### src/rtl/wasm_leb_encoder.sv
// Streaming LEB128 encoder: one integer in, one encoded byte per out handshake.
// Define WASM_SLEB_EN to add the in_signed port and SLEB128 support.
module wasm_leb_encoder #(
  parameter int DATA_W    = 32,
  parameter int PAD_BYTES = 0
) (
  input  logic              clk,
  input  logic              rst,
  input  logic              in_valid,
  output logic              in_ready,
  input  logic [DATA_W-1:0] in_value,
`ifdef WASM_SLEB_EN
  input  logic              in_signed,
`endif
  output logic              out_valid,
  input  logic              out_ready,
  output logic [7:0]        out_byte,
  output logic              out_last,
  output logic [2:0]        byte_idx,
  output logic              busy
);

  typedef enum logic {
    IDLE,
    EMIT
  } state_t;

  state_t            state_q, state_d;
  logic [DATA_W-1:0] rem_q, rem_d;
  logic [DATA_W-1:0] rem_shr;
  logic [2:0]        idx_q, idx_d;
  logic              last_min;
  logic              last;
  logic              shr_zero;
`ifdef WASM_SLEB_EN
  logic              sgn_q, sgn_d;
  logic              shr_ones;
`endif

  always_comb begin
`ifdef WASM_SLEB_EN
    rem_shr  = {{7{sgn_q & rem_q[DATA_W-1]}},
                rem_q[DATA_W-1:7]};
    shr_zero = (rem_shr == '0);
    shr_ones = &rem_shr;
    // Signed stop: remaining bits are pure sign extension of payload bit 6
    if (sgn_q)
      last_min = (shr_zero && !rem_q[6]) ||
                 (shr_ones && rem_q[6]);
    else
      last_min = shr_zero;
`else
    rem_shr  = {7'b0, rem_q[DATA_W-1:7]};
    shr_zero = (rem_shr == '0);
    last_min = shr_zero;
`endif
    if (PAD_BYTES > 0)
      last = (idx_q == 3'(PAD_BYTES - 1));
    else
      last = last_min;
  end

  always_comb begin
    state_d = state_q;
    rem_d   = rem_q;
    idx_d   = idx_q;
`ifdef WASM_SLEB_EN
    sgn_d   = sgn_q;
`endif
    unique case (state_q)
      IDLE: begin
        if (in_valid) begin
          rem_d   = in_value;
          idx_d   = 3'd0;
          state_d = EMIT;
`ifdef WASM_SLEB_EN
          sgn_d   = in_signed;
`endif
        end
      end
      EMIT: begin
        if (out_ready) begin
          rem_d = rem_shr;
          if (last) begin
            idx_d   = 3'd0;
            state_d = IDLE;
          end else begin
            idx_d = idx_q + 3'd1;
          end
        end
      end
      default: state_d = IDLE;
    endcase
  end

  always_ff @(posedge clk) begin
    if (rst) begin
      state_q <= IDLE;
      rem_q   <= '0;
      idx_q   <= 3'd0;
`ifdef WASM_SLEB_EN
      sgn_q   <= 1'b0;
`endif
    end else begin
      state_q <= state_d;
      rem_q   <= rem_d;
      idx_q   <= idx_d;
`ifdef WASM_SLEB_EN
      sgn_q   <= sgn_d;
`endif
    end
  end

  // Padding fill falls out of the shift: exhausted rem is all-0 or all-1
  assign in_ready  = (state_q == IDLE);
  assign out_valid = (state_q == EMIT);
  assign busy      = out_valid;
  assign out_byte  = out_valid ? {~last, rem_q[6:0]} : 8'h00;
  assign out_last  = out_valid & last;
  assign byte_idx  = idx_q;

endmodule
### config.mk
export PLATFORM = sky130hd
export DESIGN_NAME = wasm_leb_encoder
export DESIGN_NICKNAME = d
export VERILOG_FILES = /design/src/rtl/wasm_leb_encoder.sv
export SDC_FILE = /design/constraint.sdc
export NUM_CORES = 1
export LEC_CHECK = 0
export ABC_AREA = 1
export BUFFER_PORTS_ARGS = -buffer_cell sky130_fd_sc_hd__clkbuf_2
export CAP_MARGIN = 20
export CELL_PAD_IN_SITES_DETAIL_PLACEMENT = 0
export CELL_PAD_IN_SITES_GLOBAL_PLACEMENT = 1
export CORE_ASPECT_RATIO = 1.75
export CORE_MARGIN = 2
export CORE_UTILIZATION = 39
export CTS_BUF_LIST = sky130_fd_sc_hd__clkbuf_8
export DETAILED_ROUTE_END_ITERATION = 10
export HOLD_SLACK_MARGIN = 0.05
export PLACE_DENSITY_LB_ADDON = 0.1
export REMOVE_ABC_BUFFERS = 1
export SLEW_MARGIN = 0
export SYNTH_ARGS = -nofsm -noshare
export SYNTH_HDL_FRONTEND = slang
export SYNTH_SLANG_ARGS = --single-unit
export TNS_END_PERCENT = 10
### constraint.sdc
create_clock -name clk -period 2.25 [get_ports clk]
set_input_delay 0.45 -clock clk [delete_from_list [all_inputs] [get_ports clk]]
set_output_delay 0.45 -clock clk [all_outputs]
set_load 0.01 [all_outputs]
## Word level (Yosys, flattened, before mapping)

Cells that the tools add are included.

| word-level totals | value |
|---|---|
| flip-flop bits (word level) | 36 |
| input bits | 36 |
| output and inout bits | 15 |

| operators by class | value |
|---|---|
| $add $sub $neg | 1 |
| eq/ne operators | 2 |
| multiplexer cells | 12 |
| bitwise operators | 3 |
| reduce and logical (&&, ||, !) cells | 2 |

Operators by type and width:

| kind | count |
|---|---|
| $mux 32 | 2 |
| $pmux 32 s2 | 1 |
| $logic_not 25->1 | 1 |
| $mux 3 | 3 |
| $mux 8 | 1 |
| $pmux 3 s2 | 1 |
| $ne 2x2->1 const B | 2 |
| $add 3x1->3 const B | 1 |
| $mux 1 | 3 |
| $not 1->1 | 2 |
| $pmux 1 s2 | 1 |
| $reduce_and 2->1 | 1 |
| $and 1x1->1 | 1 |

## Depth between registers and ports, before layout

| depth | value |
|---|---|
| depth in word-level cells | 4 |
| mapped depth | 10 |
| mapped depth without buffers | 10 |

## Worst setup path after synthesis

Ideal clock, no wire load.

| timing | value |
|---|---|
| path kind | reg-to-output |
| from | reg state_q, in the netlist busy |
| to | out out_byte[0] |
| data arrival time | 980 ps |
| slack | 820 ps |
| stages on the path, launching flop included | 5 |
| path buffers | 2 |
| path through | dfxtp_1 buf_2 buf_2 nand2_1 inv_1 |

| between the ends | value |
|---|---|
| longest elaborated chain between the ends | 1 |

RTL lines:

| what | RTL line | RTL |
|---|---|---|
| start, declared | 28 | `state_t state_q, state_d;` |
| start signal, assigned | 105 | `state_q <= state_d;` |
| $mux 8 | 118 | `assign out_byte = out_valid ? {~last, rem_q[6:0]} : 8'h00;` |
| end, declared | 17 | `output logic [7:0] out_byte,` |

Every way passes these cells.

## Worst setup path in the final report

| timing | value |
|---|---|
| from | reg rem_q[10] |
| to | out out_byte[7] |

| between the ends | value |
|---|---|
| longest elaborated chain between the ends | 3 |

RTL lines:

| what | RTL line | RTL |
|---|---|---|
| start, declared | 29 | `logic [DATA_W-1:0] rem_q, rem_d;` |
| start signal, assigned | 106 | `rem_q <= rem_d;` |
| $logic_not 25->1 | 54 | `shr_zero = (rem_shr == '0);` |
| $not 1->1 | 118 |  |
| $mux 8 | 118 |  |

Every way passes these cells.

==> results.json <==
{
  "fmax_mhz": 552,
  "die_width_um": 53.9,
  "r2r_end": "rem_q[20]",
  "synth_edf_count": 0,
  "synth_cells": 248,
  "cp.arrival_ns": 1.36,
  "rows": 31,
  "synthTopCellsByArea": "dfxtp_1 (42%), nand2_1 (17%), a31oi_1 (7.4%)",
  "dieArea_um2": 4930,
  "routed_wl_um": 3810,
  "final_nets": 329,
  "netlist.area_leader.share_pct": 42.4,
  "grt_usage_pct": 17.5,
  "grt_first_pass_wirelength_um": 6370,
  "clk-insertion-delay-late_ns": 0.28,
  "first_pass_iters": 4,
  "ant_nets": 0,
  "grt_max_degree": 46,
  "synth_top_family_by_area": "simple AND/OR/NAND/NOR gates",
  "fin_hold_ws_ns": 0.404,
  "numCtsBuffers": 5,
  "critical_path.max_fanout": 3,
  "grt_pass1_vias": 1524,
  "cts_tree": "done",
  "fin_setup_tns_ns": 0,
  "synth-simple-area-share_pct": 22.9,
  "setup.worst_path.end": "out_byte[7]",
  "n_fill_cell": 467,
  "clock-root-buffer": "clkbuf_8",
  "maxCapViolCount": 0,
  "antenna_cells": 0,
  "port-buffer-count": 50,
  "crit_type": "flop to primary output",
  "syn-cell-area_um2": 1700,
  "clkSinkCount": 36,
  "clock_path_buffers": 2,
  "post_cts_resize_count": 0,
  "clkSlewWorstSetupHoldPaths_ns": 0.07,
  "rrSetupSlack_ns": 0.58,
  "rsz0062_at_grt": "false",
  "vias": 1678,
  "fin_skew_ns": 0.00483,
  "reg2reg_depth": 6,
  "synth.most_common_cell": "nand2_1",
  "p_leak_nw": 1.01,
  "synth-compound-area-share_pct": 20.3,
  "cts_hold_buf": 0,
  "initialDrtViolationCount": 36,
  "synth_fa_ha_area_share_pct": 0.735,
  "reg2reg_from": "busy",
  "cts_setup_buffers": 0,
  "synth_common_cells": "nand2_1 (75), dfxtp_1 (36), inv_1 (26), a31oi_1 (20), o21ai_0 (20)",
  "die_h_um": 91.4,
  "startpoint": "rem_q[10]",
  "synth_area_per_cell_um2": 6.86,
  "start_util_pct": 41.0,
  "relSlewSlack_pct": 70.0,
  "post_drt_wl_per_cell_um": 11.1,
  "dp_cells": 334,
  "power_density_nw_per_um2": 733,
  "pin_count": 51,
  "ir_worst_vdd_uv": 453,
  "grt_antenna_before_repair": 0,
  "fin_cells": 342,
  "finalMaxSlewViolations": 0,
  "ys_warn_count": 0,
  "holdPathStages": 3,
  "async_reset_ff_share_pct": 0,
  "start_kind": "flop",
  "synthXorXnorAreaFrac_pct": 1.03,
  "required_ns": 1.80,
  "design.core.area_um2": 4150,
  "tightest_slew_ns": 0.449,
  "period_share_pct": 80.4,
  "synth_ff_type": "dfxtp_1",
  "grt_overflow_total": 0,
  "finalPower_mw": 1.49,
  "synth.mux.area_fraction_pct": 0.588,
  "finalHoldViolations": 0,
  "finalSetupViolations": 0,
  "dp_hpwl_um": 2710,
  "vias_per_cell": 4.91,
  "drc": 0,
  "htree_num_levels": 2,
  "ys_seq_area_share_pct": 42.4,
  "drive_above_1_share_pct": 21.5,
  "place_congestion": 0.742,
  "ys_types": 19,
  "min_path_type": "input port to flop",
  "syn2layout_area_growth_pct": 19.6,
  "end_kind": "primary output",
  "yosysTopAreaCell": "dfxtp_1",
  "status": "finished clean",
  "period_minus_slack_ns": 1.81,
  "final_core_util_pct": 49.1,
  "ys_ff_latch": 36
}
-- worst max-delay path: stages (launching register included) --
cell,delay [ns]
dfxtp_1,0.33
nor2_1,0.15
nand3_1,0.11
nor2_1,0.11
nand2_1,0.07
nand2_1,0.14
inv_1,0.05
clkbuf_2,0.12
-- through the flow --
stage	setup WS, ns	instance area, um2
floorplan	0.0354	1600
global placement	0.621	1950
detailed placement	0.574	1950
CTS	0.412	2040
global route	0.325	2040
finish	0.440	2040
-- area by class of cell --
class,count,area (um2),share of cell area (%)
tap,49,61.3,3.01
clock inverter,2,7.51,0.369
inverter,28,108,5.29
clock buffer,6,82.6,4.06
multi-input combinational,167,776,38.1
sequential,36,721,35.4
timing repair buffer,54,280,13.8
-- placed cells by master (no fill, tap or decap), drive strengths merged --
cell type  count
ha             1
dfxtp         36
nand2         76
o21ai         31
buf            4
inv           30
xor2           2
clkbuf        56
a31oi         20
nor2          14
nand3          9
a21oi         13
mux2i          1
-- kinds of logic after synthesis --
family	after synthesis
DFF	36
muxes	1
and+or+nand+nor	99
xor gates and xnor gates	2
buffers and inverters	45
AOI/OAI and AO/OA	64
adders and majority gates	1
-- routing by layer --
| layer | routed length, um | global-route usage (%) |
|---|---|---|
| met2 | 1930 | 29.3 |
| met5 | 0 | 0 |
| met4 | 48 | 7.05 |
| met1 | 1610 | 20.3 |
| met3 | 218 | 4.11 |
-- registers in the layout, indices dropped and copies added (netlist names) --
name,cells
busy,1
byte_idx,3
rem_q,32
-- worst min path at each step --
stage            startpoint   endpoint  slack [ns]
2_1_floorplan     rem_q[26]  rem_q[26]        0.43
3_3_place_gp      rem_q[29]  rem_q[29]        0.45
3_5_place_dp      rem_q[29]  rem_q[29]        0.46
4_1_cts        in_value[23]  rem_q[23]        0.39
5_1_grt        in_value[10]  rem_q[10]        0.41
6_report       in_value[23]  rem_q[23]        0.40
-- power breakdown --
group / switching (mW) / leakage [nW] / internal [mW]
clock network: 0.218 / 0.0538 / 0.240
registers: 0.0360 / 0.297 / 0.699
logic: 0.182 / 0.655 / 0.115
total: 0.436 / 1.01 / 1.06
(Power assumes the default switching activity.)
